### src/rtl/dac_pwm_pkg.sv
// dac_pwm_pkg: shared state enum and default sizing for the PWM DAC transmitter
package dac_pwm_pkg;
  typedef enum logic {IDLE, RUN} state_e;
  localparam int DATA_W_DEF = 10;
  localparam int FIFO_DEPTH_DEF = 4;
  localparam int PRE_W_DEF = 8;
endpackage

### src/rtl/dac_pwm_if.sv
// dac_pwm_if: sample handshake, control and pad-side signals of the PWM DAC transmitter
interface dac_pwm_if import dac_pwm_pkg::*; #(
  parameter int DATA_W = DATA_W_DEF,
  parameter int FIFO_DEPTH = FIFO_DEPTH_DEF,
  parameter int PRE_W = PRE_W_DEF
);
  logic en_i;
  logic [PRE_W-1:0] prescale_i;
  logic [DATA_W-1:0] sample_i;
  logic sample_valid_i;
  logic sample_ready_o;
  logic pwm_o;
  logic pwm_oeb_o;
  logic period_start_o;
  logic underrun_o;
  logic [$clog2(FIFO_DEPTH):0] fifo_level_o;
  modport master (
    output en_i, prescale_i, sample_i, sample_valid_i,
    input sample_ready_o, pwm_o, pwm_oeb_o, period_start_o, underrun_o, fifo_level_o
  );
  modport slave (
    input en_i, prescale_i, sample_i, sample_valid_i,
    output sample_ready_o, pwm_o, pwm_oeb_o, period_start_o, underrun_o, fifo_level_o
  );
endinterface

### src/rtl/dac_pwm_fifo.sv
// dac_pwm_fifo: synchronous sample FIFO with registered full/empty/level
module dac_pwm_fifo import dac_pwm_pkg::*; #(
  parameter int DATA_W = DATA_W_DEF,
  parameter int DEPTH = FIFO_DEPTH_DEF
) (
  input  logic clk,
  input  logic rst,
  input  logic push,
  input  logic [DATA_W-1:0] wdata,
  input  logic pop,
  output logic [DATA_W-1:0] rdata,
  output logic full,
  output logic empty,
  output logic [$clog2(DEPTH):0] level
);
  localparam int AW = $clog2(DEPTH);
  localparam int LW = AW + 1;
  logic [DATA_W-1:0] mem_q [DEPTH];
  logic [AW-1:0] wr_q, wr_d, rd_q, rd_d;
  logic [LW-1:0] lvl_q, lvl_d;
  logic full_q, full_d, empty_q, empty_d, do_push, do_pop;
  always_comb begin
    do_push = push && !full_q;
    do_pop = pop && !empty_q;
    wr_d = wr_q + AW'(do_push);
    rd_d = rd_q + AW'(do_pop);
    lvl_d = lvl_q + LW'(do_push) - LW'(do_pop);
    full_d = lvl_d == LW'(DEPTH);
    empty_d = lvl_d == '0;
  end
  always_ff @(posedge clk or posedge rst) begin
    if (rst) begin
      wr_q <= '0;
      rd_q <= '0;
      lvl_q <= '0;
      full_q <= 1'b0;
      empty_q <= 1'b1;
    end else begin
      wr_q <= wr_d;
      rd_q <= rd_d;
      lvl_q <= lvl_d;
      full_q <= full_d;
      empty_q <= empty_d;
    end
  end
  always_ff @(posedge clk) if (do_push) mem_q[wr_q] <= wdata;
  assign rdata = mem_q[rd_q];
  assign full = full_q;
  assign empty = empty_q;
  assign level = lvl_q;
endmodule

### src/rtl/dac_pwm_tx.sv
// dac_pwm_tx: buffers DAC codes and emits one PWM period per sample on the io pad
module dac_pwm_tx import dac_pwm_pkg::*; #(
  parameter int DATA_W = DATA_W_DEF,
  parameter int FIFO_DEPTH = FIFO_DEPTH_DEF,
  parameter int PRE_W = PRE_W_DEF
) (
  input logic wb_clk_i,
  input logic wb_rst_i,
  dac_pwm_if.slave bus
);
  localparam logic [DATA_W-1:0] TICK_MAX = '1;
  state_e state_q, state_d;
  logic [DATA_W-1:0] duty_q, duty_d, tick_q, tick_d, rdata;
  logic [PRE_W-1:0] pre_cnt_q, pre_cnt_d, pre_lat_q, pre_lat_d;
  logic pwm_q, pwm_d, start_q, start_d, unr_q, unr_d;
  logic run, tick, boundary, pop, full, empty;
  logic [$clog2(FIFO_DEPTH):0] level;
  dac_pwm_fifo #(.DATA_W(DATA_W), .DEPTH(FIFO_DEPTH)) u_fifo (
    .clk(wb_clk_i), .rst(wb_rst_i), .push(bus.sample_valid_i), .wdata(bus.sample_i),
    .pop(pop), .rdata(rdata), .full(full), .empty(empty), .level(level)
  );
  always_ff @(posedge wb_clk_i or posedge wb_rst_i) begin
    if (wb_rst_i) state_q <= IDLE;
    else state_q <= state_d;
  end
  always_comb state_d = bus.en_i && (state_q == RUN || !empty) ? RUN : IDLE;
  // dropping en_i forces the compare low on the very next edge, not one tick later
  always_comb begin
    run = state_q == RUN && bus.en_i;
    tick = pre_cnt_q == pre_lat_q;
    boundary = run && tick && tick_q == TICK_MAX;
    pop = (state_q == IDLE && state_d == RUN) || (boundary && !empty);
    duty_d = pop ? rdata : duty_q;
    pre_lat_d = pop ? bus.prescale_i : pre_lat_q;
    start_d = pop;
    unr_d = unr_q || (boundary && empty);
    pre_cnt_d = run && !tick ? pre_cnt_q + PRE_W'(1) : '0;
    tick_d = run ? tick_q + DATA_W'(tick) : '0;
    pwm_d = run && tick_q < duty_q;
  end
  always_ff @(posedge wb_clk_i or posedge wb_rst_i) begin
    if (wb_rst_i) begin
      duty_q <= '0;
      tick_q <= '0;
      pre_cnt_q <= '0;
      pre_lat_q <= '0;
      pwm_q <= 1'b0;
      start_q <= 1'b0;
      unr_q <= 1'b0;
    end else begin
      duty_q <= duty_d;
      tick_q <= tick_d;
      pre_cnt_q <= pre_cnt_d;
      pre_lat_q <= pre_lat_d;
      pwm_q <= pwm_d;
      start_q <= start_d;
      unr_q <= unr_d;
    end
  end
  assign bus.sample_ready_o = !full;
  assign bus.pwm_o = pwm_q;
  assign bus.pwm_oeb_o = state_q != RUN;
  assign bus.period_start_o = start_q;
  assign bus.underrun_o = unr_q;
  assign bus.fifo_level_o = level;
endmodule

### src/flat_wrapper.sv
// flat-port wrapper written by rule: the top's interface ports become plain ports
module dac_pwm_tx_flat import dac_pwm_pkg::*;
#(
  parameter int DATA_W = DATA_W_DEF,
  parameter int FIFO_DEPTH = FIFO_DEPTH_DEF,
  parameter int PRE_W = PRE_W_DEF
)
  (wb_clk_i, wb_rst_i, bus_en_i, bus_prescale_i, bus_sample_i, bus_sample_valid_i, bus_sample_ready_o, bus_pwm_o, bus_pwm_oeb_o, bus_period_start_o, bus_underrun_o, bus_fifo_level_o);
  dac_pwm_if #(.DATA_W(DATA_W), .FIFO_DEPTH(FIFO_DEPTH), .PRE_W(PRE_W)) bus_i ();
  input logic wb_clk_i;
  input logic wb_rst_i;
  input wire logic [$bits(bus_i.en_i)-1:0] bus_en_i;
  input wire logic [$bits(bus_i.prescale_i)-1:0] bus_prescale_i;
  input wire logic [$bits(bus_i.sample_i)-1:0] bus_sample_i;
  input wire logic [$bits(bus_i.sample_valid_i)-1:0] bus_sample_valid_i;
  output wire logic [$bits(bus_i.sample_ready_o)-1:0] bus_sample_ready_o;
  output wire logic [$bits(bus_i.pwm_o)-1:0] bus_pwm_o;
  output wire logic [$bits(bus_i.pwm_oeb_o)-1:0] bus_pwm_oeb_o;
  output wire logic [$bits(bus_i.period_start_o)-1:0] bus_period_start_o;
  output wire logic [$bits(bus_i.underrun_o)-1:0] bus_underrun_o;
  output wire logic [$bits(bus_i.fifo_level_o)-1:0] bus_fifo_level_o;
  assign bus_i.en_i = bus_en_i;
  assign bus_i.prescale_i = bus_prescale_i;
  assign bus_i.sample_i = bus_sample_i;
  assign bus_i.sample_valid_i = bus_sample_valid_i;
  assign bus_sample_ready_o = bus_i.sample_ready_o;
  assign bus_pwm_o = bus_i.pwm_o;
  assign bus_pwm_oeb_o = bus_i.pwm_oeb_o;
  assign bus_period_start_o = bus_i.period_start_o;
  assign bus_underrun_o = bus_i.underrun_o;
  assign bus_fifo_level_o = bus_i.fifo_level_o;
  dac_pwm_tx #(.DATA_W(DATA_W), .FIFO_DEPTH(FIFO_DEPTH), .PRE_W(PRE_W)) u_core (.wb_clk_i(wb_clk_i), .wb_rst_i(wb_rst_i), .bus(bus_i));
endmodule
### config.mk
export PLATFORM = sky130hd
export DESIGN_NAME = dac_pwm_tx_flat
export DESIGN_NICKNAME = d
export VERILOG_FILES = /design/src/rtl/dac_pwm_pkg.sv /design/src/rtl/dac_pwm_if.sv /design/src/rtl/dac_pwm_fifo.sv /design/src/rtl/dac_pwm_tx.sv /design/src/flat_wrapper.sv
export SDC_FILE = /design/constraint.sdc
export NUM_CORES = 1
export LEC_CHECK = 0
export CAP_MARGIN = 40
export CORE_MARGIN = 2
export CORE_UTILIZATION = 56
export CTS_CLUSTER_SIZE = 40
export DETAILED_ROUTE_END_ITERATION = 7
export GPL_ROUTABILITY_DRIVEN = 0
export PLACE_DENSITY = 0.81
export SLEW_MARGIN = 20
export SYNTH_ARGS = -nofsm -noshare
export SYNTH_HDL_FRONTEND = slang
export SYNTH_SLANG_ARGS = --single-unit
### constraint.sdc
create_clock -name wb_clk_i -period 3.26 [get_ports wb_clk_i]
set_input_delay 0.489 -clock wb_clk_i [delete_from_list [all_inputs] [get_ports wb_clk_i]]
set_output_delay 0.489 -clock wb_clk_i [all_outputs]
set_load 0.02 [all_outputs]
## After elaboration in Yosys (flattened, before gate mapping)

Memory sizes are Yosys's and may differ from the RTL's. A register that Yosys moved wholly into a read port is not among the register bits.
Index checks and enable logic that the tools add are counted.

- Flip-flop bits (word level): 39
- RAM bits: 40
- Input bits: 22
- Output and inout bits: 8
- Word-level logic and storage cells: 47
- Memories: 1

Memory list:

| memory | words | bits a word | rd ports | clocked after Yosys merged registers in | write ports | RTL line | text |
|---|---|---|---|---|---|---|---|
| u_core.u_fifo.mem_q | 4 | 10 | 1 | 1 | 1 | dac_pwm_fifo.sv:18 | `logic [DATA_W-1:0] mem_q [DEPTH];` |

- Add/subtract/negate cells: 6
- Magnitude comparators: 1
- Equality and inequality tests: 3
- Mux-type cells: 5
- Bitwise operators: 1
- Reductions and logical operators: 18

Operators by type and width:

| kind | number |
|---|---|
| 1-bit logical AND | 11 |
| 10-bit by 1-bit adder with 10-bit output | 1 |
| 10-bit == test, second input constant | 1 |
| 10-bit less-than comparator | 1 |
| 10-bit two-way mux | 1 |
| 8-bit by 1-bit adder with 8-bit output, second input constant | 1 |
| 8-bit == test | 1 |
| 8-bit two-way mux | 1 |
| 2-bit by 1-bit adder with 2-bit output | 2 |
| 3-bit by 1-bit adder with 3-bit output | 1 |
| 3-bit == test, second input constant | 1 |
| 1-bit logical NOT | 3 |
| 3-bit logical NOT | 1 |
| 1-bit logical OR | 3 |
| 1-bit two-way mux | 3 |
| 3-bit by 1-bit subtractor with 3-bit output | 1 |
| 1-bit inverter | 1 |

## Logic depth before layout (Yosys ltp)

Gate-level depths: netlist of run 1.

- Word-level depth: 9
- Depth in mapped cells: 11
- Depth with buffers taken out: 10

## By module

Synthesis of run 1 repeated with hierarchy kept, for this count alone.

- Cell total of the unflattened synthesis: 251
- Area, all modules: 3,878.7 µm²

Modules (own cells, without submodules):

| module | instances | cells each | area an instance (µm²) | seq. area each (µm²) |
|---|---|---|---|---|
| dac_pwm_tx | 1 | 169 | 2,025.7 | 1,001.0 |
| dac_pwm_fifo | 1 | 82 | 1,853.0 | 1,427.6 |

## Worst setup path after synthesis of run 1

No wires, ideal clock.

- Path kind: register to register
- Start: register u_core.pre_lat_q[7]
- End: register u_core.u_fifo.full_q (netlist: u_core.u_fifo.full)
- Library setup time: 0.088 ns
- Arrival time: 2.494 ns
- Required time: 3.172 ns
- Setup slack: 0.677 ns
- Cell stages (with the launch flop): 12
- Path buffers: 1
- Period minus slack after synthesis: 2.583 ns
- Cells stage by stage: dfrtp_1 xor2_1 nor4_1 nand3_2 a21oi_4 buf_6 xnor2_1 ha_1 inv_1 fa_1 xnor2_1 nor3b_1

- Cells in the longest elaborated chain, start to end: 8

Ends and longest elaborated chain:

| item | RTL line | text |
|---|---|---|
| start, declared | dac_pwm_tx.sv:14 | `logic [PRE_W-1:0] pre_cnt_q, pre_cnt_d, pre_lat_q, pre_lat_d;` |
| start signal, assigned | dac_pwm_tx.sv:54 | `pre_lat_q <= pre_lat_d;` |
| 8-bit == test | dac_pwm_tx.sv:30 | `tick = pre_cnt_q == pre_lat_q;` |
| 1-bit logical AND (2 in a row) | dac_pwm_tx.sv:31 | `boundary = run && tick && tick_q == TICK_MAX;` |
| 1-bit logical AND | dac_pwm_tx.sv:32 | `pop = (state_q == IDLE && state_d == RUN) \|\| (boundary && !empty);` |
| 1-bit logical OR | dac_pwm_tx.sv:32 |  |
| via u_core.pop | dac_pwm_tx.sv:16 | `logic run, tick, boundary, pop, full, empty;` |
| 1-bit logical AND | dac_pwm_fifo.sv:24 | `do_pop = pop && !empty_q;` |
| 3-bit by 1-bit subtractor with 3-bit output | dac_pwm_fifo.sv:27 | `lvl_d = lvl_q + LW'(do_push) - LW'(do_pop);` |
| via u_core.u_fifo.lvl_d[2] | dac_pwm_fifo.sv:20 | `logic [LW-1:0] lvl_q, lvl_d;` |
| 3-bit == test | dac_pwm_fifo.sv:28 | `full_d = lvl_d == LW'(DEPTH);` |
| via u_core.u_fifo.full_d | dac_pwm_fifo.sv:21 | `logic full_q, full_d, empty_q, empty_d, do_push, do_pop;` |
| end signal, assigned | dac_pwm_fifo.sv:42 | `full_q <= full_d;` |
| end, declared | dac_pwm_fifo.sv:21 |  |

The timed path passes the listed nets, and every way through them passes these cells.
A chain may end at the register's enable or synchronous reset.

## Worst setup path in the final report of run 1

- Start: register u_core.pre_lat_q[7]
- End: register u_core.u_fifo.full_q (netlist: u_core.u_fifo.full)

- Cells in the longest elaborated chain, start to end: 8

Ends and longest elaborated chain:

| item | RTL line |
|---|---|
| 8-bit == test | dac_pwm_tx.sv:30 |
| 1-bit logical AND (2 in a row) | dac_pwm_tx.sv:31 |
| 1-bit logical AND | dac_pwm_tx.sv:32 |
| 1-bit logical OR | dac_pwm_tx.sv:32 |
| 1-bit logical AND | dac_pwm_fifo.sv:24 |
| 3-bit by 1-bit subtractor with 3-bit output | dac_pwm_fifo.sv:27 |
| via u_core.u_fifo.lvl_d[2] | dac_pwm_fifo.sv:20 |
| 3-bit == test | dac_pwm_fifo.sv:28 |
| via u_core.u_fifo.full_d | dac_pwm_fifo.sv:21 |

The timed path passes the listed nets, and every way through them passes these cells.

==> results of run 1 <==
[synth_stat cells, drive strengths merged (2+ instances only)]
library cell	count	area share (%)
mux2	18	6.8
buf	3	0.68
xor2	20	4.5
o21ai	3	0.39
and3	7	1.2
inv	17	1.6
nand4	2	0.48
nor3b	2	0.39
nand3	11	1.6
a211oi	4	0.78
ha	14	4.5
xnor2	6	1.4
dfrtp	48	31
nor3	2	0.26
nor2	15	1.5
or3	2	0.36
a21oi	3	0.68
edfxtp	40	31
clkbuf	3	0.29
o21a	2	0.39
nand2	8	0.78
and2	2	0.36
nor4	3	0.87
mux4	10	5.8
[per-stage QoR]
step / cells / utilization (%) / hold WS, ns
after floorplan: 254 / - / 0.481
after detailed placement: 363 / 63.4 / 0.487
final: 379 / 66.6 / 0.440
after global placement: 362 / 63.1 / 0.484
after CTS: 379 / 66.6 / 0.438
after global routing: 379 / 66.6 / 0.472
[worst max-delay path, cell delays in order, from the launching register on]
cell,delay (ns)
dfrtp_1,0.41
xor2_1,0.16
nor4_1,0.52
nand3_2,0.20
a21oi_4,0.20
xnor2_1,0.13
ha_1,0.18
inv_1,0.05
fa_1,0.39
xnor2_1,0.27
nor3b_1,0.24
[placed cells by master, fill, tap and decap left out, types with 10 or more instances in the layout]
master	netlist	routed
xor2_1	20	20
mux4_2	10	10
edfxtp_1	40	40
inv_1	17	16
dfrtp_1	48	48
mux2_4	16	16
nor2_1	15	15
clkdlybuf4s50_1	0	29
nand3_1	10	10
ha_1	14	14
[cell type report]
cell class                 count  area [um2]  share of cell area [%]
sequential                    89        2430                    53.9
multi-input combinational    142        1340                    29.8
timing repair buffer          35         348                    7.72
inverter                      17        63.8                    1.42
clock buffer                   9         124                    2.75
tap                           80         100                    2.22
clock inverter                 7        95.1                    2.11
[path summary, 6_finish.rpt]
kind | startpoint | to | slack [ns]
max | u_core.pre_lat_q[7] | u_core.u_fifo.full | 0.43
min | wb_rst_i | u_core.bus.period_start_o | 0.44
max reg2reg | u_core.pre_lat_q[7] | u_core.u_fifo.full | 0.43
min reg2reg | u_core.bus.underrun_o | u_core.bus.underrun_o | 0.51
max in group asynchronous | wb_rst_i | u_core.bus.pwm_o | 2.31
min in group wb_clk_i | u_core.bus.underrun_o | u_core.bus.underrun_o | 0.51
[kinds of logic (layout without fill, tap and decap cells)]
| logic type | after synthesis | after routing | share of synthesized area [%] |
|---|---|---|---|
| flops | 89 | 89 | 62.7 |
| simple gates | 56 | 56 | 7.98 |
| mux | 28 | 28 | 12.6 |
| xor+xnor | 26 | 26 | 5.88 |
| buf+inv | 23 | 68 | 2.62 |
| compound gates | 17 | 17 | 3.20 |
| fa+ha+maj | 15 | 15 | 5.04 |
[power groups by stage]
stage / logic (mW) / registers [mW] / clock network [mW]
2_1_floorplan: 0.657 / 1.58 / 0
3_3_place_gp: 0.810 / 1.65 / 0
3_5_place_dp: 0.842 / 1.66 / 0
4_1_cts: 0.857 / 1.64 / 0.820
5_1_grt: 0.925 / 1.67 / 0.860
6_report: 0.846 / 1.63 / 0.794
[flip-flops by register name, summed over array words and instances (netlist names)]
register	count
u_core.bus.underrun_o	1
u_core.u_fifo.wr_q	2
u_core.bus.period_start_o	1
u_core.u_fifo.empty	1
u_core.u_fifo.rd_q	2
u_core.u_fifo.full	1
u_core.state_q	1
u_core.pre_cnt_q	8
u_core.duty_q	10
u_core.u_fifo.level	3
u_core.bus.pwm_o	1
u_core.tick_q	10
u_core.pre_lat_q	8
u_core.u_fifo.mem_q	40
[metal layers]
layer | up-vias | GRT usage [%] | part of all wire, %
met5 | - | 0 | 0
met4 | 0 | 6.99 | 1.9
met3 | 10 | 5.59 | 4.4
met2 | 40 | 28.5 | 50
met1 | 1037 | 23.2 | 44
li1 | 989 | - | -
==> results.toml, run 1 <==
[drt]
drtPass1Iterations = 4
via_per_inst = 5.48
via_count = 2076
initialDrtViolationCount = 44
postRouteAntennaNets = 0
wl_per_cell_um = 16.1
drc = 0
drt-total-wl_mm = 6.08

[clocking]
cts_setup_buffers = 0
clock_latency_ns = 0.36
htree_num_levels = 3
cts-buffers-inserted = 9
clk_path_buf_depth = 2
clock-sinks = 89
cts_resized = 0
cts_hold_buffers = 0
clkTransAtPathRegs_ns = 0.09
cts_root_buf = "clkbuf_8"
cts_tree = "yes"

[logic_synthesis]
synth-seq-cells = 89
syn_inst = 254
synth_warnings = 0
async_flop_share_pct = 55.1
synthesis.nets = 291
synth_edf_count = 40
ys_types = 42
synth_area_um2 = 3870
syn_area_per_cell_um2 = 15.3
yosysSeqAreaShare_pct = 62.7
synth_ff_type = "dfrtp_1"

[die]
dieArea_um2 = 7600
num_io_pins = 30
die_x_um = 87.2
start_util_pct = 57.3
dieHeight_um = 87.2
core_area_um2 = 6760
rows = 30

[flow_run]
max-cap-violations = 0

[final_layout]
diodes = 0
drive_above_1_share_pct = 20.4
fillCellCount = 483
nets = 331
final_area_um2 = 4500
area_growth_pct = 16.2

[outcome]
outcome = "completed"

[sta]
fin_crit_sh_pct = 86.9
slew_headroom_pct = 55.7
finalSetupViolCount = 0
finalHoldViolations = 0
finalSetupTns_ns = 0
grt_setup_unrepaired = "no"
fmax_mhz = 353
drv_slew = 0
finClkSkew_ns = 0.0117
period_needed_ns = 2.83
worst_slew_pin_slew_ns = 0.664
layout_setup_ws_ns = 0.426

[pwr]
p_int_mw = 2.30
ir_drop_mv = 0.421
leakagePower_nw = 1.90
seqPwrFrac_pct = 49.8
swShare_pct = 29.5
total_power_mw = 3.27
combPwrFrac_pct = 25.9
p_clk_share_pct = 24.3
switchingPower_mw = 0.963
pwr_density_cell_nw_per_um2 = 726

[grt]
grt_max_degree = 31
antenna_found_initial = 0
grt_overflow_total = 0
grt_pass1_vias = 2114
grt_use_total_pct = 17.9
grt_pass1_wl_mm = 10.2

[critical_path]
setup.worst_path.class = "reg -> reg"
reg2reg_depth = 10
worstPathRequired_ns = 3.53
crit_arrival_ns = 3.10
end_kind = "register"
critPathMaxFanout = 3
start_kind = "register"

[place]
dp_hpwl_mm = 4.27
place_ws_ns = 0.126
place_area_um2 = 4280
io_buffers = 29

[min_path]
min_path_type = "in -> async"
(Power assumes the default switching activity.)
==> run 2: changes to the inputs <==
--- a/config.mk
+++ b/config.mk
@@ -11,6 +11,7 @@
 export CTS_CLUSTER_SIZE = 40
 export DETAILED_ROUTE_END_ITERATION = 7
 export GPL_ROUTABILITY_DRIVEN = 0
+export GPL_TIMING_DRIVEN = 0
 export PLACE_DENSITY = 0.81
 export SLEW_MARGIN = 20
 export SYNTH_ARGS = -nofsm -noshare
==> run 2 against run 1 <==
Effect of this change: clock skew grew 0.00070 ns; total power shrank 1.3%; final cell count grew 1.3%; maximum frequency shrank 8.8%; core utilization grew 0.20 points; cell area grew 0.31%; global-route usage grew 1.0 points; register-to-register slack lost 0.19 ns; critical path depth grew 2; setup slack lost 0.27 ns; count of clock-buffer cells in the layout is the same; largest cell class unchanged; largest power group unchanged; highest routed layer unchanged.
==> results.toml, run 2 (same netlist as run 1, synthesis figures left out) <==
[sta]
grt_setup_unrepaired = "no"
period_needed_ns = 3.11
drv_slew = 0
finalSetupViolCount = 0
finalSetupTns_ns = 0
layout_setup_ws_ns = 0.152
fmax_mhz = 322
finalHoldViolations = 0
slew_headroom_pct = 60.8
finClkSkew_ns = 0.0124
fin_crit_sh_pct = 95.4
worst_slew_pin_slew_ns = 0.588
holdWs_ns = 0.471

[clocking]
clkTransAtPathRegs_ns = 0.09
cts-buffers-inserted = 9
cts_tree = "yes"
clock-sinks = 89
clk_path_buf_depth = 2
htree_num_levels = 3
clock_latency_ns = 0.36
cts_root_buf = "clkbuf_8"
cts_hold_buffers = 0

[final_layout]
largest_register = "u_core.u_fifo.mem_q"
final_common_cell = "dfrtp_1"
final_area_um2 = 4520
largest_register_ffs = 40
diodes = 0
final_cell_mix = "dfrtp_1 (48), edfxtp_1 (40), clkdlybuf4s50_1 (29), xor2_1 (20)"
nets = 336
fin_util_pct = 66.9
drive_above_1_share_pct = 21.7
top_regs = "u_core.u_fifo.mem_q: 40 flops, u_core.duty_q: 10 flops, u_core.tick_q: 10 flops"
area_growth_pct = 16.6

[critical_path]
crit_arrival_ns = 3.37
critPathMaxFanout = 10
regToRegEndpoint = "u_core.u_fifo.full"
startpoint = "bus_en_i"
r2r-start = "u_core.pre_cnt_q[6]"
ff2ff_setup_slack_ns = 0.24
start_kind = "primary input"
end_kind = "register"
reg2reg_depth = 11
crit_end = "u_core.u_fifo.full"
worstPathRequired_ns = 3.52
setup.worst_path.class = "in -> reg"

[grt]
grt_max_degree = 28
grtUsageMet3_pct = 5.12
antenna_found_initial = 0
grt_overflow_total = 0
grt_use_total_pct = 18.9
met1_usage_pct = 23.4
grt_pass1_vias = 2236
grt-busiest-layer = "met2"
globalRouteMet2Util_pct = 31.9
grt_pass1_wl_mm = 10.6

[flow_run]
max-cap-violations = 0

[place]
io_buffers = 29
dp_hpwl_mm = 4.68
place_area_um2 = 4320
place_ws_ns = -0.247

[drt]
drtPass1Iterations = 4
via_per_inst = 5.51
postRouteAntennaNets = 0
drc = 0
initialDrtViolationCount = 65
wl_per_cell_um = 16.5
drt-total-wl_mm = 6.35
via_count = 2116

[pwr]
leakagePower_nw = 1.90
ir_drop_mv = 0.451
pwr_density_cell_nw_per_um2 = 714

[die]
dieHeight_um = 87.2
start_util_pct = 57.3
rows = 30
num_io_pins = 30
die_x_um = 87.2
core_area_um2 = 6760
dieArea_um2 = 7600

[outcome]
outcome = "completed"

[min_path]
min_path_type = "in -> async"
==> run 2: cell count changes in the layout (fill, tap and decap cells not counted), sizes merged <==
cell / before / now
buf: 6 / 8
bufinv: 1 / 0
clkinvlp: 0 / 2
clkinv: 3 / 2
clkbuf: 9 / 12
==> run 2: power by group <==
part           switching (mW)  internal, mW
clock                   0.400         0.283
combinational           0.436         0.532
sequential              0.138          1.44
==> run 2: how the worst min path moves through the flow <==
stage,start,end,depth (start not counted)
after detailed placement,u_core.bus.underrun_o,u_core.bus.underrun_o,1
after global routing,wb_rst_i,u_core.bus.period_start_o,2
final,wb_rst_i,u_core.pre_lat_q[0],2
after CTS,wb_rst_i,u_core.pre_lat_q[0],2
after floorplan,u_core.duty_q[3],u_core.duty_q[3],1
after global placement,u_core.bus.underrun_o,u_core.bus.underrun_o,1
==> run 2: area by class of cell <==
type | count | area [um2]
well taps | 80 | 100
multi-input cells | 142 | 1370
inverters | 17 | 63.8
clock buffers | 9 | 124
fillers | 507 | 2240
flip-flops and latches | 89 | 2430
plain buffers | 6 | 37.5
repair buffers | 34 | 344
clock inverters | 7 | 52.6
==> run 2: critical path, cell delays in order <==
cell and delay [ns]:
clkdlybuf4s50_1 0.56, nand2_1 0.14, nor4_4 0.35, nand3_2 0.16
a21oi_4 0.26, buf_6 0.20, xnor2_1 0.13, ha_1 0.17
inv_1 0.05, fa_1 0.41, xnor2_2 0.23, nor3b_2 0.24
==> run 2: metrics by stage <==
| step | instances | power, mW |
|---|---|---|
| final | 384 | 3.23 |
| after global routing | 384 | 3.41 |
| after CTS | 383 | 3.24 |
| after floorplan | 254 | 2.24 |
| after detailed placement | 367 | 2.53 |
| after global placement | 363 | 2.46 |
==> run 2: repair_timing <==
item,CTS,global route
endpoints found under the setup margin,1,1
pin swaps,0,1
buffers inserted,0,0
resized for setup,1,1
==> run 2: per-layer routing <==
metal / vias to the layer above / wire length (um)
li1: 1001 / -
met1: 1064 / 2650
met2: 43 / 3380
met3: 8 / 226
met4: 0 / 84
met5: - / 0
